`src/rtl/sched_pkg.sv`:
```
// Shared types and defaults for the frame scheduler: FSM state encoding,
// watchdog/counter defaults and the busy-state decode.
package sched_pkg;

    localparam int TIMEOUT_DEFAULT = 1023;
    localparam int CNT_W_DEFAULT   = 16;
    localparam int INTERVAL_W      = 8;

    typedef enum logic [2:0] {
        IDLE        = 3'd0,
        START       = 3'd1,
        WAIT_EXP    = 3'd2,
        WAIT_ADC_HI = 3'd3,
        WAIT_ADC_LO = 3'd4,
        GAP         = 3'd5,
        ERROR       = 3'd6
    } sched_state_t;

    // A frame is in flight in these states; requests arriving here are dropped.
    function automatic logic is_busy(sched_state_t s);
        return (s == START) || (s == WAIT_EXP) || (s == WAIT_ADC_HI) ||
               (s == WAIT_ADC_LO) || (s == GAP);
    endfunction

endpackage

```
`src/rtl/frame_scheduler_if.sv`:
```
// Signal bundle between the frame scheduler, its requester and the exposure
// controller. The slave modport is the scheduler side.
interface frame_scheduler_if
    import sched_pkg::*;
#(
    parameter int CNT_W = CNT_W_DEFAULT
);
    // Snap and Cont_en are level requests sampled every cycle with no ready
    // back-pressure: a request seen while a frame is in flight is not queued,
    // it is dropped and recorded in the sticky Missed flag until Clear.
    logic                  Snap;
    logic                  Cont_en;
    logic [INTERVAL_W-1:0] Interval;
    logic                  Clear;
    logic                  Expose;
    logic                  ADC;
    logic                  Init;
    logic                  Active;
    logic                  Frame_done;
    logic [CNT_W-1:0]      Frame_cnt;
    logic                  Missed;
    logic                  Err;

    modport slave (
        input  Snap, Cont_en, Interval, Clear, Expose, ADC,
        output Init, Active, Frame_done, Frame_cnt, Missed, Err
    );

    modport master (
        output Snap, Cont_en, Interval, Clear, Expose, ADC,
        input  Init, Active, Frame_done, Frame_cnt, Missed, Err
    );
endinterface

```
`src/rtl/gap_timer.sv`:
```
// Loadable down-counter that times the idle gap between continuous frames.
// expired is high once the count is 1 or less, so a load of 0 or 1 ends at once.
module gap_timer #(
    parameter int W = 8
) (
    input  logic         clk,
    input  logic         rst_n,
    input  logic         load,
    input  logic [W-1:0] load_val,
    input  logic         en,
    output logic         expired
);
    logic [W-1:0] count_q;

    always_ff @(posedge clk) begin
        if (!rst_n) begin
            count_q <= '0;
        end else if (load) begin
            count_q <= load_val;
        end else if (en && (count_q != '0)) begin
            count_q <= count_q - 1'b1;
        end
    end

    assign expired = (count_q <= W'(1));
endmodule

```
`src/rtl/frame_scheduler.sv`:
```
// Frame capture sequencer: starts frames on request or continuously, follows the
// exposure controller's phases and guards every wait state with a watchdog.
module frame_scheduler
    import sched_pkg::*;
#(
    parameter int TIMEOUT = TIMEOUT_DEFAULT,
    parameter int CNT_W   = CNT_W_DEFAULT
) (
    input  logic              Clk,
    input  logic              Reset,
    frame_scheduler_if.slave  bus,
    output sched_state_t      dbg_state
);
    localparam int WD_W = $clog2(TIMEOUT + 1);

    sched_state_t     state_q, state_d;
    logic [WD_W-1:0]  wd_q;
    logic             in_wait;
    logic             wd_timeout;
    logic             frame_end;
    logic             gap_load;
    logic             gap_expired;
    logic             missed_set;

    logic             init_q;
    logic             active_q;
    logic             done_q;
    logic [CNT_W-1:0] cnt_q;
    logic             missed_q;
    logic             err_q;

    assign in_wait    = (state_q == WAIT_EXP) || (state_q == WAIT_ADC_HI) ||
                        (state_q == WAIT_ADC_LO);
    assign wd_timeout = in_wait && (wd_q == WD_W'(TIMEOUT - 1));
    assign missed_set = bus.Snap && is_busy(state_q);

    gap_timer #(.W(INTERVAL_W)) u_gap_timer (
        .clk      (Clk),
        .rst_n    (Reset),
        .load     (gap_load),
        .load_val (bus.Interval),
        .en       (state_q == GAP),
        .expired  (gap_expired)
    );

    always_ff @(posedge Clk) begin
        if (!Reset) begin
            state_q <= IDLE;
        end else begin
            state_q <= state_d;
        end
    end

    always_comb begin
        state_d   = state_q;
        frame_end = 1'b0;
        gap_load  = 1'b0;
        case (state_q)
            IDLE:        if (bus.Snap || bus.Cont_en) state_d = START;
            START:       state_d = WAIT_EXP;
            WAIT_EXP:    if (bus.Expose) state_d = WAIT_ADC_HI;
            WAIT_ADC_HI: if (bus.ADC) state_d = WAIT_ADC_LO;
            WAIT_ADC_LO: begin
                if (!bus.ADC) begin
                    frame_end = 1'b1;
                    if (bus.Cont_en) begin
                        state_d  = GAP;
                        gap_load = 1'b1;
                    end else begin
                        state_d = IDLE;
                    end
                end
            end
            // Dropping Cont_en beats an expiring gap in the same cycle.
            GAP: begin
                if (!bus.Cont_en)    state_d = IDLE;
                else if (gap_expired) state_d = START;
            end
            ERROR:       if (bus.Clear) state_d = IDLE;
            default:     state_d = IDLE;
        endcase
        // The watchdog overrides a wait condition that lands on the same cycle.
        if (wd_timeout) begin
            state_d   = ERROR;
            frame_end = 1'b0;
            gap_load  = 1'b0;
        end
    end

    // Restarts from zero on every state change, so each wait state is timed alone.
    always_ff @(posedge Clk) begin
        if (!Reset) begin
            wd_q <= '0;
        end else if (!in_wait || (state_d != state_q)) begin
            wd_q <= '0;
        end else begin
            wd_q <= wd_q + 1'b1;
        end
    end

    always_ff @(posedge Clk) begin
        if (!Reset) begin
            init_q   <= 1'b0;
            active_q <= 1'b0;
            done_q   <= 1'b0;
            cnt_q    <= '0;
            missed_q <= 1'b0;
            err_q    <= 1'b0;
        end else begin
            init_q   <= (state_q == START);
            active_q <= is_busy(state_q);
            done_q   <= frame_end;
            if (frame_end) cnt_q <= cnt_q + 1'b1;
            // Set events outrank Clear so a coincident event is never lost.
            if (missed_set)     missed_q <= 1'b1;
            else if (bus.Clear) missed_q <= 1'b0;
            if (wd_timeout)     err_q <= 1'b1;
            else if (bus.Clear) err_q <= 1'b0;
        end
    end

    assign bus.Init       = init_q;
    assign bus.Active     = active_q;
    assign bus.Frame_done = done_q;
    assign bus.Frame_cnt  = cnt_q;
    assign bus.Missed     = missed_q;
    assign bus.Err        = err_q;
    assign dbg_state      = state_q;
endmodule

```
`src/flat_wrapper.sv`:
```
// flat-port wrapper written by rule: the top's interface ports become plain ports
module frame_scheduler_flat import sched_pkg::*;
#(
    parameter int TIMEOUT = TIMEOUT_DEFAULT,
    parameter int CNT_W   = CNT_W_DEFAULT
)
  (Clk, Reset, dbg_state, bus_Snap, bus_Cont_en, bus_Interval, bus_Clear, bus_Expose, bus_ADC, bus_Init, bus_Active, bus_Frame_done, bus_Frame_cnt, bus_Missed, bus_Err);
  frame_scheduler_if #(.CNT_W(CNT_W)) bus_i ();
  input  logic Clk;
  input  logic Reset;
  output sched_state_t dbg_state;
  input wire logic [$bits(bus_i.Snap)-1:0] bus_Snap;
  input wire logic [$bits(bus_i.Cont_en)-1:0] bus_Cont_en;
  input wire logic [$bits(bus_i.Interval)-1:0] bus_Interval;
  input wire logic [$bits(bus_i.Clear)-1:0] bus_Clear;
  input wire logic [$bits(bus_i.Expose)-1:0] bus_Expose;
  input wire logic [$bits(bus_i.ADC)-1:0] bus_ADC;
  output wire logic [$bits(bus_i.Init)-1:0] bus_Init;
  output wire logic [$bits(bus_i.Active)-1:0] bus_Active;
  output wire logic [$bits(bus_i.Frame_done)-1:0] bus_Frame_done;
  output wire logic [$bits(bus_i.Frame_cnt)-1:0] bus_Frame_cnt;
  output wire logic [$bits(bus_i.Missed)-1:0] bus_Missed;
  output wire logic [$bits(bus_i.Err)-1:0] bus_Err;
  assign bus_i.Snap = bus_Snap;
  assign bus_i.Cont_en = bus_Cont_en;
  assign bus_i.Interval = bus_Interval;
  assign bus_i.Clear = bus_Clear;
  assign bus_i.Expose = bus_Expose;
  assign bus_i.ADC = bus_ADC;
  assign bus_Init = bus_i.Init;
  assign bus_Active = bus_i.Active;
  assign bus_Frame_done = bus_i.Frame_done;
  assign bus_Frame_cnt = bus_i.Frame_cnt;
  assign bus_Missed = bus_i.Missed;
  assign bus_Err = bus_i.Err;
  frame_scheduler #(.TIMEOUT(TIMEOUT), .CNT_W(CNT_W)) u_core (.Clk(Clk), .Reset(Reset), .bus(bus_i), .dbg_state(dbg_state));
endmodule
```
`config.mk`:
```
export PLATFORM = sky130hd
export DESIGN_NAME = frame_scheduler_flat
export DESIGN_NICKNAME = d
export VERILOG_FILES = /design/src/rtl/sched_pkg.sv /design/src/rtl/frame_scheduler_if.sv /design/src/rtl/gap_timer.sv /design/src/rtl/frame_scheduler.sv /design/src/flat_wrapper.sv
export SDC_FILE = /design/constraint.sdc
export NUM_CORES = 1
export LEC_CHECK = 0
export CAP_MARGIN = 20
export CORE_MARGIN = 3
export CORE_UTILIZATION = 56
export CTS_BUF_LIST = sky130_fd_sc_hd__clkbuf_4 sky130_fd_sc_hd__clkbuf_8 sky130_fd_sc_hd__clkbuf_16
export CTS_CLUSTER_DIAMETER = 200
export DETAILED_ROUTE_END_ITERATION = 8
export GPL_TIMING_DRIVEN = 0
export HOLD_SLACK_MARGIN = 0.15
export PLACE_DENSITY_LB_ADDON = 0.12
export SLEW_MARGIN = 20
export SYNTH_ARGS = -nofsm -noshare
export SYNTH_HDL_FRONTEND = slang
export SYNTH_SLANG_ARGS = --single-unit
```
`constraint.sdc`:
```
create_clock -name Clk -period 5.7 [get_ports Clk]
set_input_delay 1.14 -clock Clk [delete_from_list [all_inputs] [get_ports Clk]]
set_output_delay 1.14 -clock Clk [all_outputs]
set_load 0.05 [all_outputs]
```
* Word level (Yosys, flattened, before mapping)
Cells that the tools add are included.
** Cells by class
- Bitwise logic cells :: 1
- Reduce and logical (&&, ||, !) cells :: 18
- Add/subtract/negate cells :: 3
- Equality and inequality tests :: 8
- Muxes and demuxes :: 22
- Order comparisons :: 1
** Operators by type and width (number)
- 3-bit two-way mux :: 9
- 3-bit case mux with 7 select lines :: 1
- 16-bit by 1-bit adder with 16-bit output, second input constant :: 1
- 8-bit two-way mux :: 2
- 10-bit by 1-bit adder with 10-bit output, second input constant :: 1
- 10-bit == test, second input constant :: 1
- 1-bit two-way mux :: 10
- 3-bit == test, second input constant :: 3
- 8-bit by 1-bit less-or-equal comparator with 1-bit output, second input constant :: 1
- 1-bit logical OR :: 8
- 8-bit nonzero test :: 1
- 8-bit by 1-bit subtractor with 8-bit output, second input constant :: 1
- 3-bit by 2-bit == test with 1-bit output, second input constant :: 2
- 2-bit nonzero test :: 3
- 3-bit by 1-bit == test with 1-bit output, second input constant :: 1
- 1-bit logical AND :: 3
- 3-bit logical NOT :: 1
- 3-bit != test :: 1
- 2-bit OR reduction :: 1
- 1-bit logical NOT :: 1
- 1-bit inverter :: 1
** Storage, ports and cells
- Input bits :: 15
- Register bits :: 42
- Output and inout port bits :: 24
- Word-level logic and storage cells :: 62

* Longest topological paths before layout
- Word-level depth :: 8
- Depth in mapped cells :: 9
- Mapped depth without buffers :: 7

* Modules after synthesis
From an unflattened synthesis, not the netlist that was laid out.
** Second synthesis, totals
- Cell total of the unflattened synthesis :: 250
- Area total of the unflattened synthesis :: 2200.9 um^2
** By module, submodules not included
- frame_scheduler :: cells each 184, area each 1659.1 um^2, times used 1, seq. area each 680.7 um^2
- gap_timer :: cells each 66, area each 541.8 um^2, times used 1, seq. area each 160.2 um^2

* Worst setup path before layout
No wires, ideal clock.
- Kind :: input to register
- Start :: input port bus_Cont_en
- End :: register u_core.wd_q[2]
- Stages :: 7
- Required time :: 5.621 ns
- Arrival time :: 2.432 ns
- Library setup time :: 0.079 ns
- Buffers on the path :: 2
- Slack :: 3.189 ns
- Path through :: clkbuf_1 > or3_1 > o211ai_1 > a211oi_1 > a211o_1 > clkbuf_2 > nor3_1
** Between the ends
- Cells in the longest elaborated chain, start to end :: 7
- Elaborated cells on any way between the ends :: 10
- Those cells by class :: eq/ne (1); mux (6); reduce/logical (3)
** RTL lines
- start, declared :: RTL line flat_wrapper.sv:13 : input wire logic [$bits(bus_i.Cont_en)-1:0] bus_Cont_en;
- 3-bit two-way mux / 1-bit logical OR (equally long branches) :: RTL line frame_scheduler.sv:66, frame_scheduler.sv:59
- 3-bit two-way mux (on tied branches) :: RTL line frame_scheduler.sv:64, frame_scheduler.sv:59
- 3-bit case mux with 7 select lines * :: RTL line frame_scheduler.sv:58 : case (state_q)
- 3-bit two-way mux * :: RTL line frame_scheduler.sv:83 : if (wd_timeout) begin
- 3-bit != test * :: RTL line frame_scheduler.sv:94 : end else if (!in_wait || (state_d != state_q)) begin
- 1-bit logical OR * :: RTL line frame_scheduler.sv:94
- 2-bit OR reduction (no source line) *
- end signal, assigned :: RTL line frame_scheduler.sv:97 : wd_q <= wd_q + 1'b1;
- end, declared :: RTL line frame_scheduler.sv:17 : logic [WD_W-1:0] wd_q;
Mark *: on every way between the ends. The rest lies on a longest branch, timed or not.
A chain may end at the register's enable or synchronous reset.

* Final worst setup path
- Start :: input port bus_ADC
- End :: register u_core.cnt_q[13], in the netlist u_core.bus.Frame_cnt[13]
** Between the ends
- Cells in the longest elaborated chain, start to end :: 3
** RTL lines
- start, declared :: RTL line flat_wrapper.sv:17 : input wire logic [$bits(bus_i.ADC)-1:0] bus_ADC;
- 1-bit two-way mux :: RTL line frame_scheduler.sv:64 : if (!bus.ADC) begin
- 1-bit two-way mux :: RTL line frame_scheduler.sv:58
- 1-bit two-way mux :: RTL line frame_scheduler.sv:83
- end signal, assigned :: RTL line frame_scheduler.sv:113 : if (frame_end) cnt_q <= cnt_q + 1'b1;
- end, declared :: RTL line frame_scheduler.sv:28 : logic [CNT_W-1:0] cnt_q;
No other way between the ends.

==> run summary <==
Fin Setup TNS = 0 ns
Post-Route WL = 4850 microns
synthesized area per cell = 8.67 sq um
Final Cycle Share = 49.9%
Fin Clk Skew = 0.0120 ns
Pwr Density = 229 mW/mm^2
Rows = 21
most common cell after layout, fill and taps aside = dfxtp_1
CTS tree = yes
synthesis warning total = 0
Max H-tree Level = 2
max_slew headroom = 47.2%
WP buf/inv = 2
Worst setup EP type = flip-flop
commonest non-fill, non-tap cells in the layout = 42 x dfxtp_1, 37 x clkdlybuf4s50_1, 17 x nor2_1, 16 x nand3_1, 15 x a21oi_1
Hold Buf Count CTS = 0
share of layout cells above drive strength 1 = 6.85%
CP arrival = 3.08 ns
Clock Tree Root = clkbuf_8
critical path class = input port to flip-flop
fin. max-slew vios = 0
synthesized cell area = 0.00214 sq mm
Reg2Reg Setup Slack = 3.56 ns
Via Count = 1991
Reg2Reg Capture Point = u_core.bus.Frame_cnt[13]$_SDFFE_PN0P_
Crit path largest cell delay = 0.53 ns
placer congestion estimate = 0.857
clk_lat worst skew = 0.30 ns
crit-path leading delay family = simple AND/OR/NAND/NOR gates
post-synthesis sequential area ratio = 39.3%
die span in y = 67.8 microns
reg2reg start = u_core.wd_q[0]$_SDFF_PP0_
flops & latches, synth = 42
total CTS buffers = 5
Reg2Reg Depth = 7
critical-path cell list = clkdlybuf4s50_1, inv_1, o31a_1, nand4_1, or4_1, a21oi_1
Post-CTS Setup Bufs = 0
Hold Path Sink = u_core.bus.Err$_SDFFE_PN0P_
Final Hold Fails = 0
Post-Layout Cell Count = 338
hold depth = 2
Hold Startpoint = u_core.bus.Err$_SDFFE_PN0P_
# placed instances = 330
I/O Buffers = 37
Leakage Power = 0.887 nW
DIE WIDTH = 67.8 microns
initial antenna violation count = 0
Layout area overhead = 25.1%
status = finished, final reports clean
initial core utilization = 61.3%
first-pass GRT wire length = 8280 microns
Final setup viols = 0
# clock sinks = 42
First DRT Iteration DRCs = 155
EDFF count, synth = 0
CTS Buffer Depth = 2
vias in the first global route = 1820
ys async rst share = 0%
DP HPWL = 3560 microns
gr usage total = 23.8%
total gr overflow = 0
worst min path class = flip-flop to flip-flop
largest net degree at the start of global routing = 14
VDD IR-drop max = 0.209 mV
Pre-Repair DR Iteration Count = 4
WP data required = 5.93 ns
Fillers = 265
Unique masters post-synth = 50
Period minus WS final = 2.85 ns
Slew @ Worst Pin = 0.786 ns
max_cap viols = 0
I/O Pins = 39
ANT cells = 0
die area = 0.00460 sq mm
Peak Freq = 0.351 GHz
nets@finish = 311
Mapped Cells = 247
RSZ-0062 raised after global routing = no
Top FF cell, synth = dfxtp_1
routed len/inst = 14.3 microns
Syn Nets = 267
Slowest cell on crit path = clkdlybuf4s50_1
Core ar. = 0.00349 sq mm
Resize count post-CTS = 0
critical path launch point type = input port
ANT nets after route = 0
DR vias/cell = 5.89
clock-pin slew on the worst setup and hold paths = 0.08 ns
Crit Path Max Fanout = 9
drc violations = 0
stage by stage:
stage	util, %	power [mW]	instance area, sq um	setup WS (ns)	hold slack, ns
floorplan	-	0.358	2140	3.19	0.463
global placement	73.5	0.385	2570	2.63	0.443
detailed placement	73.5	0.385	2570	2.58	0.446
CTS	76.6	0.618	2680	2.88	0.457
global route	76.6	0.640	2680	2.68	0.497
finish	76.6	0.614	2680	2.85	0.456
worst max-delay path by stage:
stage | slack (ns) | depth (start not counted) | to | startpoint
CTS | 2.88 | 6 | u_core.bus.Frame_cnt[13]$_SDFFE_PN0P_ | bus_ADC
global placement | 2.63 | 6 | u_core.bus.Frame_cnt[13]$_SDFFE_PN0P_ | bus_ADC
finish | 2.85 | 6 | u_core.bus.Frame_cnt[13]$_SDFFE_PN0P_ | bus_ADC
floorplan | 3.19 | 7 | u_core.wd_q[2]$_SDFF_PP0_ | bus_Cont_en
detailed placement | 2.58 | 6 | u_core.bus.Frame_cnt[13]$_SDFFE_PN0P_ | bus_ADC
global route | 2.68 | 6 | u_core.bus.Frame_cnt[13]$_SDFFE_PN0P_ | bus_ADC
report_power, final:
group          internal [mW]  total [mW]  switching, mW
Clock                  0.129       0.234          0.105
Sequential             0.298       0.302        0.00390
Combinational         0.0288      0.0773         0.0486
Total                  0.456       0.614          0.158
Yosys cell counts (all sizes together), types with 4 or more instances:
master / n / area (sq um)
nand2: 14 / 52.6
xor2: 7 / 61.3
ha: 5 / 62.6
buf: 4 / 21.3
inv: 12 / 45.0
o21ai: 13 / 65.1
dfxtp: 42 / 841
nor3: 16 / 90.1
and3: 5 / 31.3
nand4: 10 / 62.6
a21oi: 15 / 75.1
xnor2: 12 / 113
or3: 8 / 50.1
and2: 4 / 25.0
clkbuf: 6 / 23.8
nand3: 16 / 80.1
nor2: 17 / 63.8
metal layers:
layer	GRT usage, %	part of all wire [%]	wire length (microns)
met5	0	0	0
met4	8.44	1.8	87
met3	7.06	6.0	291
met2	39.4	47	2260
met1	29.3	46	2210
kinds of logic (layout without fill, tap and decap cells):
logic type	count (synthesis)	in the layout	share of synthesized area (%)
compound gates	52	52	16.7
xor+xnor	19	19	8.12
fa+ha+maj	5	5	2.92
buf+inv	22	67	4.21
flops	42	42	39.3
mux	1	1	0.468
simple gates	106	106	28.3
area by class of cell:
| type | count | area, sq um | share of cell area [%] |
|---|---|---|---|
| Buffer | 10 | 45.0 | 1.68 |
| Clock buffer | 5 | 68.8 | 2.57 |
| Clock inverter | 3 | 40.0 | 1.50 |
| Inverter | 12 | 45.0 | 1.68 |
| Multi-Input combinational cell | 183 | 1210 | 45.2 |
| Sequential cell | 42 | 841 | 31.4 |
| Tap cell | 46 | 57.6 | 2.15 |
| Timing Repair Buffer | 37 | 370 | 13.8 |
worst register-to-register path: stages, from the launching register on:
cell and delay (ns):
dfxtp_1 0.39, inv_1 0.06, ha_1 0.20, nand4_1 0.18, o31a_1 0.27, nand4_1 0.31
or4_1 0.50, a21oi_1 0.15
flip-flops by register name, summed over array words and instances (netlist names):
register	flops
u_core.bus.Frame_cnt	16
u_core.wd_q	10
u_core.bus.Missed	1
u_core.dbg_state	3
u_core.bus.Active	1
u_core.bus.Init	1
u_core.u_gap_timer.count_q	8
u_core.bus.Frame_done	1
u_core.bus.Err	1
Power figures use the tool's default switching activity.
